`config.mk`:
```
export PLATFORM = sky130hd
export DESIGN_NAME = uart_tx_frame_serializer_flat
export DESIGN_NICKNAME = d
export VERILOG_FILES = /design/src/rtl/uart_tx_frame_serializer_if.sv /design/src/rtl/uart_tx_frame_serializer.sv /design/src/flat_wrapper.sv
export SDC_FILE = /design/constraint.sdc
export NUM_CORES = 1
export LEC_CHECK = 0
export BUFFER_PORTS_ARGS = -buffer_cell sky130_fd_sc_hd__clkbuf_2
export CORE_MARGIN = 1.5
export CORE_UTILIZATION = 40
export DETAILED_ROUTE_END_ITERATION = 12
export SETUP_SLACK_MARGIN = 0.05
export SLEW_MARGIN = 20
export SYNTH_ARGS = -nofsm -noshare
export SYNTH_HDL_FRONTEND = slang
export SYNTH_SLANG_ARGS = --single-unit
```
`constraint.sdc`:
```
create_clock -name CLK -period 1.9 [get_ports CLK]
set_input_delay 0.38 -clock CLK [delete_from_list [all_inputs] [get_ports CLK]]
set_output_delay 0.38 -clock CLK [all_outputs]
set_load 0.01 [all_outputs]
```
`src/rtl/uart_tx_frame_serializer_if.sv`:
```
// Parallel-request / serial-line bundle between an upstream producer and the UART TX engine.
// The producer drives the master side; the serializer sits on the slave side.
interface uart_tx_frame_serializer_if #(
  parameter int DATA_WIDTH = 8
);
  logic [DATA_WIDTH-1:0] P_DATA;
  logic                  Data_Valid;
  logic                  PAR_EN;
  logic                  PAR_TYP;
  logic                  TX_OUT;
  logic                  Busy;

  modport master (
    output P_DATA,
    output Data_Valid,
    output PAR_EN,
    output PAR_TYP,
    input  TX_OUT,
    input  Busy
  );

  modport slave (
    input  P_DATA,
    input  Data_Valid,
    input  PAR_EN,
    input  PAR_TYP,
    output TX_OUT,
    output Busy
  );
endinterface

```
`src/rtl/uart_tx_frame_serializer.sv`:
```
// UART transmit engine: start bit, LSB-first data, optional parity, stop bit, one bit per CLK.
// TX_OUT and Busy are driven straight from flops so the line never glitches on input changes.
module uart_tx_frame_serializer #(
  parameter int DATA_WIDTH = 8
) (
  input  logic                        CLK,
  input  logic                        RST,
  uart_tx_frame_serializer_if.slave   bus
);

  localparam int CW = $clog2(DATA_WIDTH);

  typedef enum logic [2:0] {
    IDLE   = 3'd0,
    START  = 3'd1,
    DATA   = 3'd2,
    PARITY = 3'd3,
    STOP   = 3'd4
  } state_t;

  state_t                state_reg,   state_next;
  logic [CW-1:0]         cnt_reg,     cnt_next;
  logic [DATA_WIDTH-1:0] shift_reg,   shift_next;
  logic                  par_bit_reg, par_bit_next;
  logic                  par_en_reg,  par_en_next;
  logic                  tx_out_reg,  tx_out_next;
  logic                  busy_reg,    busy_next;

  logic [DATA_WIDTH-1:0] shift_dn;
  logic                  accept_par_bit;

  // Shift register moves toward bit 0, so the next bit to send is always shift_reg[0].
  for (genvar gi = 0; gi < DATA_WIDTH; gi++) begin : g_shift
    if (gi == DATA_WIDTH - 1) begin : g_top
      assign shift_dn[gi] = 1'b0;
    end else begin : g_body
      assign shift_dn[gi] = shift_reg[gi+1];
    end
  end

  assign accept_par_bit = bus.PAR_TYP ? ~^bus.P_DATA : ^bus.P_DATA;

  always_ff @(posedge CLK or negedge RST) begin
    if (!RST) begin
      state_reg   <= IDLE;
      cnt_reg     <= '0;
      shift_reg   <= '0;
      par_bit_reg <= 1'b0;
      par_en_reg  <= 1'b0;
      tx_out_reg  <= 1'b1;
      busy_reg    <= 1'b0;
    end else begin
      state_reg   <= state_next;
      cnt_reg     <= cnt_next;
      shift_reg   <= shift_next;
      par_bit_reg <= par_bit_next;
      par_en_reg  <= par_en_next;
      tx_out_reg  <= tx_out_next;
      busy_reg    <= busy_next;
    end
  end

  always_comb begin
    state_next   = state_reg;
    cnt_next     = cnt_reg;
    shift_next   = shift_reg;
    par_bit_next = par_bit_reg;
    par_en_next  = par_en_reg;
    tx_out_next  = tx_out_reg;
    busy_next    = busy_reg;

    case (state_reg)
      IDLE: begin
        tx_out_next = 1'b1;
        busy_next   = 1'b0;
        if (bus.Data_Valid) begin
          state_next   = START;
          shift_next   = bus.P_DATA;
          par_bit_next = accept_par_bit;
          par_en_next  = bus.PAR_EN;
          tx_out_next  = 1'b0;
          busy_next    = 1'b1;
        end
      end
      START: begin
        state_next  = DATA;
        cnt_next    = '0;
        tx_out_next = shift_reg[0];
        shift_next  = shift_dn;
        busy_next   = 1'b1;
      end
      DATA: begin
        cnt_next  = cnt_reg + CW'(1);
        busy_next = 1'b1;
        if (cnt_reg == CW'(DATA_WIDTH - 1)) begin
          if (par_en_reg) begin
            state_next  = PARITY;
            tx_out_next = par_bit_reg;
          end else begin
            state_next  = STOP;
            tx_out_next = 1'b1;
          end
        end else begin
          tx_out_next = shift_reg[0];
          shift_next  = shift_dn;
        end
      end
      PARITY: begin
        state_next  = STOP;
        tx_out_next = 1'b1;
        busy_next   = 1'b1;
      end
      STOP: begin
        // A request waiting at the end of the stop bit chains straight into the next start bit.
        if (bus.Data_Valid) begin
          state_next   = START;
          shift_next   = bus.P_DATA;
          par_bit_next = accept_par_bit;
          par_en_next  = bus.PAR_EN;
          tx_out_next  = 1'b0;
          busy_next    = 1'b1;
        end else begin
          state_next  = IDLE;
          tx_out_next = 1'b1;
          busy_next   = 1'b0;
        end
      end
      default: begin
        state_next  = IDLE;
        tx_out_next = 1'b1;
        busy_next   = 1'b0;
      end
    endcase
  end

  assign bus.TX_OUT = tx_out_reg;
  assign bus.Busy   = busy_reg;

endmodule
```
`src/flat_wrapper.sv`:
```
// flat-port wrapper written by rule: the top's interface ports become plain ports
module uart_tx_frame_serializer_flat 
#(
  parameter int DATA_WIDTH = 8
)
  (CLK, RST, bus_P_DATA, bus_Data_Valid, bus_PAR_EN, bus_PAR_TYP, bus_TX_OUT, bus_Busy);
  uart_tx_frame_serializer_if #(.DATA_WIDTH(DATA_WIDTH)) bus_i ();
  input  logic CLK;
  input  logic RST;
  input wire logic [$bits(bus_i.P_DATA)-1:0] bus_P_DATA;
  input wire logic [$bits(bus_i.Data_Valid)-1:0] bus_Data_Valid;
  input wire logic [$bits(bus_i.PAR_EN)-1:0] bus_PAR_EN;
  input wire logic [$bits(bus_i.PAR_TYP)-1:0] bus_PAR_TYP;
  output wire logic [$bits(bus_i.TX_OUT)-1:0] bus_TX_OUT;
  output wire logic [$bits(bus_i.Busy)-1:0] bus_Busy;
  assign bus_i.P_DATA = bus_P_DATA;
  assign bus_i.Data_Valid = bus_Data_Valid;
  assign bus_i.PAR_EN = bus_PAR_EN;
  assign bus_i.PAR_TYP = bus_PAR_TYP;
  assign bus_TX_OUT = bus_i.TX_OUT;
  assign bus_Busy = bus_i.Busy;
  uart_tx_frame_serializer #(.DATA_WIDTH(DATA_WIDTH)) u_core (.CLK(CLK), .RST(RST), .bus(bus_i));
endmodule
```
# Word-level counts from Yosys, hierarchy flattened
# Cells that the tools add are included.
[classes] n_addsub=1 n_mul=0 n_div=0 n_lt_le_gt_ge=0 eq_ne=9 n_shift=0 mux=16 bitwise_logic=0 n_reduce_logical=10
[ops] op="one-hot mux 8 bit (3 select lines)" n=1
[ops] op="two-way mux 8 bit" n=2
[ops] op="one-hot mux 3 bit (5 select lines)" n=1
[ops] op="two-way mux 3 bit" n=3
[ops] op="XNOR reduction 8 bit" n=1
[ops] op="XOR reduction 8 bit" n=1
[ops] op="== test 3 x 2 -> 1 bit, second input constant" n=2
[ops] op="== test 3 bit, second input constant" n=2
[ops] op="two-way mux 1 bit" n=6
[ops] op="one-hot mux 3 bit (2 select lines)" n=1
[ops] op="inequality test 2 x 1 -> 1 bit, second input constant" n=2
[ops] op="inequality test 2 bit, second input constant" n=2
[ops] op="AND reduction 2 bit" n=2
[ops] op="adder 3 x 1 -> 3 bit, second input constant" n=1
[ops] op="== test 3 x 1 -> 1 bit, second input constant" n=1
[ops] op="zero test 3 bit" n=1
[ops] op="one-hot mux 1 bit (3 select lines)" n=1
[ops] op="AND reduction 3 bit" n=1
[ops] op="nonzero test 3 bit" n=1
[ops] op="OR reduction 3 bit" n=1
[ops] op="one-hot mux 1 bit (2 select lines)" n=1
[ops] op="nonzero test 2 bit" n=1
[ops] op="OR reduction 2 bit" n=1
[word_totals] ff_bits=18 latch_bits=0 mem_bits_rw=0 rom_bits=0 input_bits=13 wordCells=43 memories=0

# Logic depth before layout (Yosys ltp)
# Gate-level depths: netlist of the first run.
[logic_depth] ltp_word=4 mapped_depth=5 depth_no_buf=5

# Worst setup path after synthesis of the first run
# No wires, ideal clock.
[synth_timing] path_type="reg2reg" startpoint="reg u_core.cnt_reg[0]" endpoint="reg u_core.shift_reg[0]" arrival_ps=1453 path_slack_ps=322 path_stages_with_launch=6 path_buffers=0 period_less_slack_ps=1578 path_cell_list="dfrtp_1 -> ha_1 -> ha_1 -> nor3_4 -> nor2_8 -> mux2_4"
[synth_via] elab_chain_len=3
[synth_rtl] element="start: declaration" line_no="uart_tx_frame_serializer.sv:22" source="logic [CW-1:0] cnt_reg, cnt_next;"
[synth_rtl] element="start signal: assignment" line_no="uart_tx_frame_serializer.sv:54" source="cnt_reg <= cnt_next;"
[synth_rtl] element="== test 3 bit" line_no="uart_tx_frame_serializer.sv:95" source="if (cnt_reg == CW'(DATA_WIDTH - 1)) begin"
[synth_rtl] element="inequality test 2 bit (no line)"
[synth_rtl] element="AND reduction 3 bit (no line)"
[synth_rtl] element="end signal: assignment" line_no="uart_tx_frame_serializer.sv:55" source="shift_reg <= shift_next;"
[synth_rtl] element="end: declaration" line_no="uart_tx_frame_serializer.sv:23" source="logic [DATA_WIDTH-1:0] shift_reg, shift_next;"
# Every way passes these cells.
# A chain may end at the register's enable or synchronous reset.

# Final worst setup path of the first run
[layout_timing] startpoint="reg u_core.cnt_reg[0]" endpoint="reg u_core.shift_reg[2]"
# Same word-level chain as after synthesis.

==> results of run 1 <==
-- routing by layer --
layer / vias to the layer above / share of wire (%)
li1: 317 / -
met1: 333 / 47
met2: 9 / 49
met3: 4 / 2.5
met4: 0 / 1.2
met5: - / 0
-- synth_stat cells (all sizes together) --
library cell,instances,share of area (%)
nor2,3,3.3
nor3b,2,1.4
a21oi,4,3.0
nand2,3,1.1
nor4b,1,0.83
nor3,1,1.5
ha,2,2.4
buf,3,2.9
xnor2,4,3.3
nand4b,1,0.83
mux2,16,20
nand3b,1,0.72
a21o,2,1.4
o21ai,4,1.9
or2,1,0.60
nand2b,5,3.7
dfstp,1,2.5
inv,1,0.36
xnor3,1,2.1
a22o,5,4.2
dfrtp,17,41
xor2,2,1.7
-- metrics by stage --
step | cell area (µm²) | setup slack (ps) | total power [mW] | hold WS [ps] | cells
final | 1170 | 234 | 1.87 | 6.53 | 126
after global routing | 1170 | 156 | 2.03 | 31.1 | 126
after CTS | 1170 | 227 | 1.90 | 11.8 | 126
after detailed placement | 1130 | 241 | 1.65 | 352 | 122
after global placement | 1130 | 275 | 1.63 | 348 | 122
after floorplan | 1050 | 322 | 1.50 | 84.4 | 80
-- power by group through the flow --
stage / clock (mW) / combinational (mW) / sequential, mW
after global placement: 0 / 0.916 / 0.718
after detailed placement: 0 / 0.929 / 0.724
final: 0.239 / 0.921 / 0.714
after CTS: 0.253 / 0.934 / 0.716
after floorplan: 0 / 0.831 / 0.668
after global routing: 0.270 / 1.02 / 0.742
-- critical path: cells and delay by family (launching register included) --
kind          cells  cell delay [ps]
fa+ha+maj         2              460
mux               1              300
flops             1              410
simple gates      2              380
-- cells by family after synthesis --
family	count (synthesis)	synth area share, %
compound gates	15	10.5
xor+xnor	7	7.15
fa+ha+maj	2	2.38
buf+inv	4	3.22
flops	18	43.0
mux	16	19.7
simple gates	18	14.1
-- worst max path at each step --
stage | cells after the start | to | slack (ps)
after global routing | 5 | u_core.shift_reg[2] | 160
after detailed placement | 5 | u_core.shift_reg[6] | 240
after global placement | 5 | u_core.shift_reg[1] | 270
after CTS | 5 | u_core.shift_reg[2] | 230
after floorplan | 5 | u_core.shift_reg[0] | 320
final | 5 | u_core.shift_reg[2] | 230
-- placed cells by master, fill, tap and decap left out, types with 3 or more instances in the layout --
cell type	n
a21oi_1	3
mux2_1	7
mux2_4	7
xnor2_1	4
clkbuf_2	14
clkbuf_4	3
o21ai_0	4
dfrtp_1	17
a22o_1	5
nand2b_1	4
nand2_1	3
-- cell type report --
cell class	instances	area, µm²
clock buffer	4	36.3
fill	249	1310
inverter	1	3.75
multi-input combinational	58	564
sequential	18	452
tap	30	37.5
timing repair buffer	15	77.6
==> metrics.txt, run 1 <==
status=finished, final reports clean; Cell Rows=18; via count=663; Layout area overhead=11.6%; Tightest Pin Transition=449 ps; setup_tns=0 ps; CP Max Fanout=8; CTS root buffer=clkbuf_4; vias in the first global route=about 700; boundary pin count=15; Core ar.=2480 µm²; Die W=54.2 µm; routing usage on met2=25.5%; M1 GR Usage=about a fifth; Final Max Slew Viols=0; initial antenna violation count=0; startpoint types=flop; Post-Syn Area=1050 µm²; VDD IR-drop max=about 750 µV; post-CTS setup buffer count=0; clock slew at reported path FFs=~100 ps; drt pass-1 iters=4; Seq pwr share=a little under two fifths; net load switching power=651 µW; Die H=54.2 µm; DRC viols=0; unrepaired setup endpoints after global routing=false; cell mode on critical path=ha_1; layout cells sized above 1=35.4%; Final min period=1670 ps; Setup Skew=2.44 ps; longest individual stage delay on the worst path=between 400 and 500 ps; TritonCTS Sinks=18; first-pass GRT wire length=3.22 mm; Fin. Hold Viols=0; placed wire-length estimate=1.28 mm; # diodes=0; sequential share of the synthesized area=43.0%; grt ovf=0; Pint=1.22 mW; RR Startpoint=u_core.cnt_reg[0]; Worst Setup Path Type=reg -> reg; critical path cell sequence=ha_1 -> ha_1 -> nor3_4 -> nor2_8 -> mux2_4; syn nets=between 90 and 100; Clock Power Share=12.8%; CTS max path bufs=2; fin crit share=87.7%; H-tree levels=1; WP data arrival=1860 ps; gr usage total=15.7%; Distinct cells, synth=29; GRT busiest layer=met2; post-synthesis register bit count=18; I/O Buffers=14; wire per inst=roughly 14 µm; max_slew headroom=70.1%; Gate power share=49.2%; Worst R2R Path Depth=5; 1st-iter DRT viols=4; Setup crit end kind=flop; cts bufs inserted=3; P_leak=0.552 nW; reg-to-reg critical path endpoint=u_core.shift_reg[2]; GRT met3 Usage=2.46%; Mapped Cells=80; largest net degree at the start of global routing=19; Post-layout nets=about 110; CP max-delay cell=dfrtp_1; sw frac=34.8%; CTS tree=done; PostCTS Resize Cnt=0; fin util=47.3%; final setup violation count=0; Yosys warnings=0; antenna-violating nets left=0; Largest register FFs=8; WP data required=approximately 2100 ps; min-delay worst type=in -> async; Syn Area/Cell=13.1 µm²; drt via density=about 5.3; number of max-cap violations=0; CP startpoint=u_core.cnt_reg[0]; Die ar.=2940 µm²; Clk Latency, worst-skew pair=between 200 and 300 ps; fmax=roughly 0.6 GHz; GPL Wtd Cong=0.777; R2R setup slack=230 ps; Starting Density=42.4%; drt total wl=1.73 mm; hold_buf cts=0; Pwr Density=1600 nW/µm²
(Power assumes the default switching activity.)
==> run 2, diff against run 1 <==
ABC_CLOCK_PERIOD_IN_PS = 2150   (was unset)
BUFFER_PORTS_ARGS = -buffer_cell sky130_fd_sc_hd__buf_4   (was -buffer_cell sky130_fd_sc_hd__clkbuf_2)
clock period = 2.15 ns   (was 1.9 ns; I/O delays follow)
==> metrics.txt, run 2 (synthesized netlist as in run 1, its figures left out) <==
startpoint types=flop; setup_tns=0 ps; largest net degree at the start of global routing=19; vias in the first global route=695; status=finished, final reports clean; P_leak=about 0.56 nW; grt ovf=0; CP startpoint=u_core.cnt_reg[0]; wire per inst=roughly 14 µm; CTS root buffer=clkbuf_4; drt via density=5.28; Pwr Density=1360 nW/µm²; I/O Buffers=14; Clk Latency, worst-skew pair=290 ps; Fin. Hold Viols=0; via count=670; M1 GR Usage=19.3%; DRC viols=0; TritonCTS Sinks=18; max_slew headroom=72.5%; unrepaired setup endpoints after global routing=false; RR Startpoint=u_core.cnt_reg[0]; Largest register FFs=8; routing usage on met2=24.7%; Die ar.=2940 µm²; Reg area=452 µm²; gr usage total=15.3%; multi-input logic area=564 µm²; setup ws final=roughly 460 ps; Starting Density=42.4%; Post-layout nets=113; drt pass-1 iters=4; Core ar.=2480 µm²; boundary pin count=15; fin crit share=between 70% and 80%; clock slew at reported path FFs=100 ps; Cell Rows=18; initial antenna violation count=0; Layout area overhead=14.9%; number of max-cap violations=0; GRT busiest layer=met2; fmax=0.593 GHz; fillers=238; pre-CTS worst setup slack=472 ps; WP data required=2320 ps; final setup violation count=0; layout cells sized above 1=between 30% and 40%; GPL Wtd Cong=0.786; placed wire-length estimate=~1.3 mm; commonest non-fill, non-tap cell in the layout=dfrtp_1; H-tree levels=1; commonest non-fill, non-tap cells in the layout=dfrtp_1 (17), buf_4 (15), mux2_1 (7), mux2_4 (7), a22o_1 (5); Pwr Total=about 1.6 mW; cts bufs inserted=3; GRT met3 Usage=between 3 and 4%; # diodes=0; Die W=54.2 µm; first-pass GRT wire length=roughly 3.1 mm; VDD IR-drop max=632 µV; Tightest Pin Transition=413 ps; CTS tree=done; Final min period=1690 ps; drt total wl=1.78 mm; Worst Setup Path Type=reg -> reg; WP data arrival=1860 ps; Die H=54.2 µm; Setup Skew=9.38 ps; antenna-violating nets left=0; min-delay worst type=in -> reg; min-delay src=bus_PAR_EN; CTS max path bufs=2; Setup crit end kind=flop; 1st-iter DRT viols=17; Final Max Slew Viols=0; CP Max Fanout=8
-- run 2: path summary, 6_finish.rpt --
kind                                        to  slack (ps)  cells after the start
max                        u_core.shift_reg[6]         460                      5
min                          u_core.par_en_reg         360                      2
max reg2reg                u_core.shift_reg[6]         460                      5
min reg2reg                u_core.shift_reg[7]         490                      1
max in group asynchronous    u_core.bus.TX_OUT        1350                      2
min in group asynchronous    u_core.cnt_reg[1]         530                      2
-- run 2: area by class of cell --
type	count	share of cell area [%]
clock buffers	4	2.18
inverters	1	0.311
multi-input cells	58	46.8
flip-flops and latches	18	37.4
well taps	30	3.11
repair buffers	16	10.2
-- run 2: per-layer routing --
layer | part of all wire (%) | vias to the layer above | wire length [µm]
li1 | - | 322 | -
met1 | 47 | 336 | 835
met2 | 49 | 10 | 874
met3 | 3.0 | 2 | 53
met4 | 0.84 | 0 | 15
met5 | 0 | - | 0
-- run 2: power by group --
group	internal (mW)	leakage [nW]	switching, mW	total, mW
Combinational	0.490	0.324	0.350	0.841
Sequential	0.505	0.221	0.129	0.634
Clock	0.0720	0.0150	0.0991	0.171
Total	1.07	0.560	0.578	1.65
-- run 2: per-stage QoR --
step           std cells  hold slack [ps]  instance area (µm²)  util (%)
2_1_floorplan         80              134                 1050         -
3_3_place_gp         122              316                 1170      47.2
3_5_place_dp         122              313                 1170      47.2
4_1_cts              127              360                 1210      48.7
5_1_grt              127              361                 1210      48.7
6_report             127              364                 1210      48.7
-- run 2: critical path: stages, from the launching register on --
cell,delay [ps]
dfrtp_1,420
ha_1,210
ha_1,260
nor3_4,280
nor2_8,90
mux2_4,300
-- run 2: repair_timing --
action | CTS | global route
hold endpoints to repair | 17 | 0
resized for setup | 0 | 0
buffers inserted | 0 | 0
hold buffers | 1 | 0
==> run 3, diff against run 2 <==
ABC_AREA = 1   (was unset)
ABC_CLOCK_PERIOD_IN_PS = 1500   (was 2150)
clock period = 1.5 ns   (was 2.15 ns; I/O delays follow)
==> metrics.txt, run 3 <==
status=finished, final reports clean; syn nets=153; share of synthesized registers carrying an async set or reset=100%; Worst path top cell family by delay=flip-flops; Pwr Density=2020 nW/µm²; drt total wl=2.13 mm; drt via density=4.80; 1st-iter DRT viols=16; TritonCTS Sinks=18; Distinct cells, synth=25; pre-CTS worst setup slack=46.3 ps; Post-layout nets=178; fillers=255; boundary pin count=15; WP data arrival=1550 ps; Synth top area share=41.6%; Starting Density=between 40% and 50%; number of max-cap violations=0; commonest non-fill, non-tap cells in the layout=nand2_1 (55), buf_4 (19), dfrtp_1 (17); cts bufs inserted=3; unrepaired setup endpoints after global routing=false; layout cells sized above 1=25.3%; Core ar.=2450 µm²; Syn Area/Cell=approximately 7.4 µm²; WP data required=1680 ps; Post-synth EDFFs=0; hold slack=234 ps; gr usage total=between 10% and 20%; GPL Wtd Cong=around 0.79; initial antenna violation count=0; Placed Area=1180 µm²; Yosys warnings=0; setup ws final=129 ps; leading area contributor after synthesis=dfrtp_1; CTS root buffer=clkbuf_4; Reg area=452 µm²; antenna-violating nets left=0; CTS tree=done; VDD IR-drop max=1060 µV; Fin. Hold Viols=0; critical path depth=5; Largest register FFs=8; critical path cell sequence=ha_2 -> ha_2 -> or2_2 -> o21ai_2 -> o21ai_0; P_leak=0.703 nW; max_slew headroom=85.3%; sequential share of the synthesized area=44.1%; final setup violation count=0; Setup crit end kind=flop; top cells by count, synth=nand2_1 (57), dfrtp_1 (17), inv_1 (16); worst path bufs/invs=0; Worst R2R Path Depth=5; Die ar.=~2900 µm²; RR Startpoint=u_core.cnt_reg[0]; vias in the first global route=818; multi-input logic area=490 µm²; I/O Buffers=14; Mapped Cells=138; Tightest Pin Transition=218 ps; DRC viols=0; Die H=53.6 µm; first-pass GRT wire length=3.45 mm; Cell Rows=18; setup_tns=0 ps; startpoint types=flop; dominant cell by count in the synthesized netlist=nand2_1; commonest non-fill, non-tap cell in the layout=nand2_1; grt ovf=0; placed wire-length estimate=1.62 mm; Die W=53.6 µm; fin crit share=about nine tenths; Pwr Total=2.60 mW; CP Max Fanout=3; CP max-delay cell=dfrtp_1; fin util=52.5%; Area contributors post-synth=dfrtp_1 (42%), nand2_1 (21%), inv_1 (5.9%); min-delay worst type=in -> reg; Clk Latency, worst-skew pair=290 ps; drt pass-1 iters=4; cell mode on critical path=ha_2; H-tree levels=1; end of the critical path=u_core.state_reg[1]; # diodes=0; wire per inst=11.1 µm; Setup Skew=~11 ps; fmax=0.729 GHz; Final min period=1370 ps; longest individual stage delay on the worst path=around 400 ps; Layout area overhead=25.9%; CTS max path bufs=2; final instance area=1290 µm²; R2R setup slack=130 ps; reg-to-reg critical path endpoint=u_core.state_reg[1]; non-filler cells in the finished layout=192; largest net degree at the start of global routing=19; Primary FF master, synth=dfrtp_1; Worst Setup Path Type=reg -> reg; post-synthesis register bit count=18; clock slew at reported path FFs=110 ps; via count=921; Final Max Slew Viols=0; Post-Syn Area=about 1000 µm²; placed insts=183; CP startpoint=u_core.cnt_reg[0]
## run 3: kinds of logic (layout without fill, tap and decap cells)
logic type	Yosys count	in the layout	share of synthesized area, %
AO/OA/AOI/OAI	20	20	11.7
XOR/XNOR	2	2	1.71
adder cells (fa/ha/maj)	2	2	2.44
buffers and inverters	22	46	9.66
flip-flops	18	18	44.1
AND/OR/NAND/NOR	74	74	30.3
## run 3: what timing repair did
action,in CTS,in global routing
endpoints found under the setup margin,6,10
hold buffers,1,0
gates resized for setup,3,4
pin swaps,1,1
cloned,1,0
hold endpoints to repair,17,0
setup buffers,1,2
## run 3: how the worst min path moves through the flow
stage,startpoint,end,slack (ps),cells past startpoint
2_1_floorplan,RST,u_core.bus.Busy,4,0
3_3_place_gp,RST,u_core.par_en_reg,180,1
3_5_place_dp,RST,u_core.par_en_reg,180,1
4_1_cts,bus_PAR_EN,u_core.par_en_reg,230,3
5_1_grt,bus_PAR_EN,u_core.par_en_reg,220,3
6_report,bus_PAR_EN,u_core.par_en_reg,230,3
## run 3: worst reg2reg max path, stage by stage (launching register included)
cell	delay, ps
dfrtp_1	400
ha_2	190
ha_2	170
or2_2	330
o21ai_2	90
o21ai_0	100
## run 3: metal layers
layer	share of wire, %	track usage, %	vias to the layer above	routed length (µm)
met3	2.8	3.61	4	60
li1	-	-	477	-
met4	2.0	8.97	0	43
met1	48	21.9	426	1030
met2	47	26.3	14	999
met5	0	0	-	0
## run 3: report_power, final
group	leakage [nW]	internal [mW]	switching, mW
Combinational	0.461	0.714	0.800
Sequential	0.227	0.719	0.124
Clock	0.0150	0.103	0.144
## run 3: layout make-up
type                    instances  share of cell area (%)
inverters                      20                    6.41
repair buffers                 22                    15.5
multi-input cells              98                    38.1
clock buffers                   4                    2.04
flip-flops and latches         18                    35.0
well taps                      30                    2.91
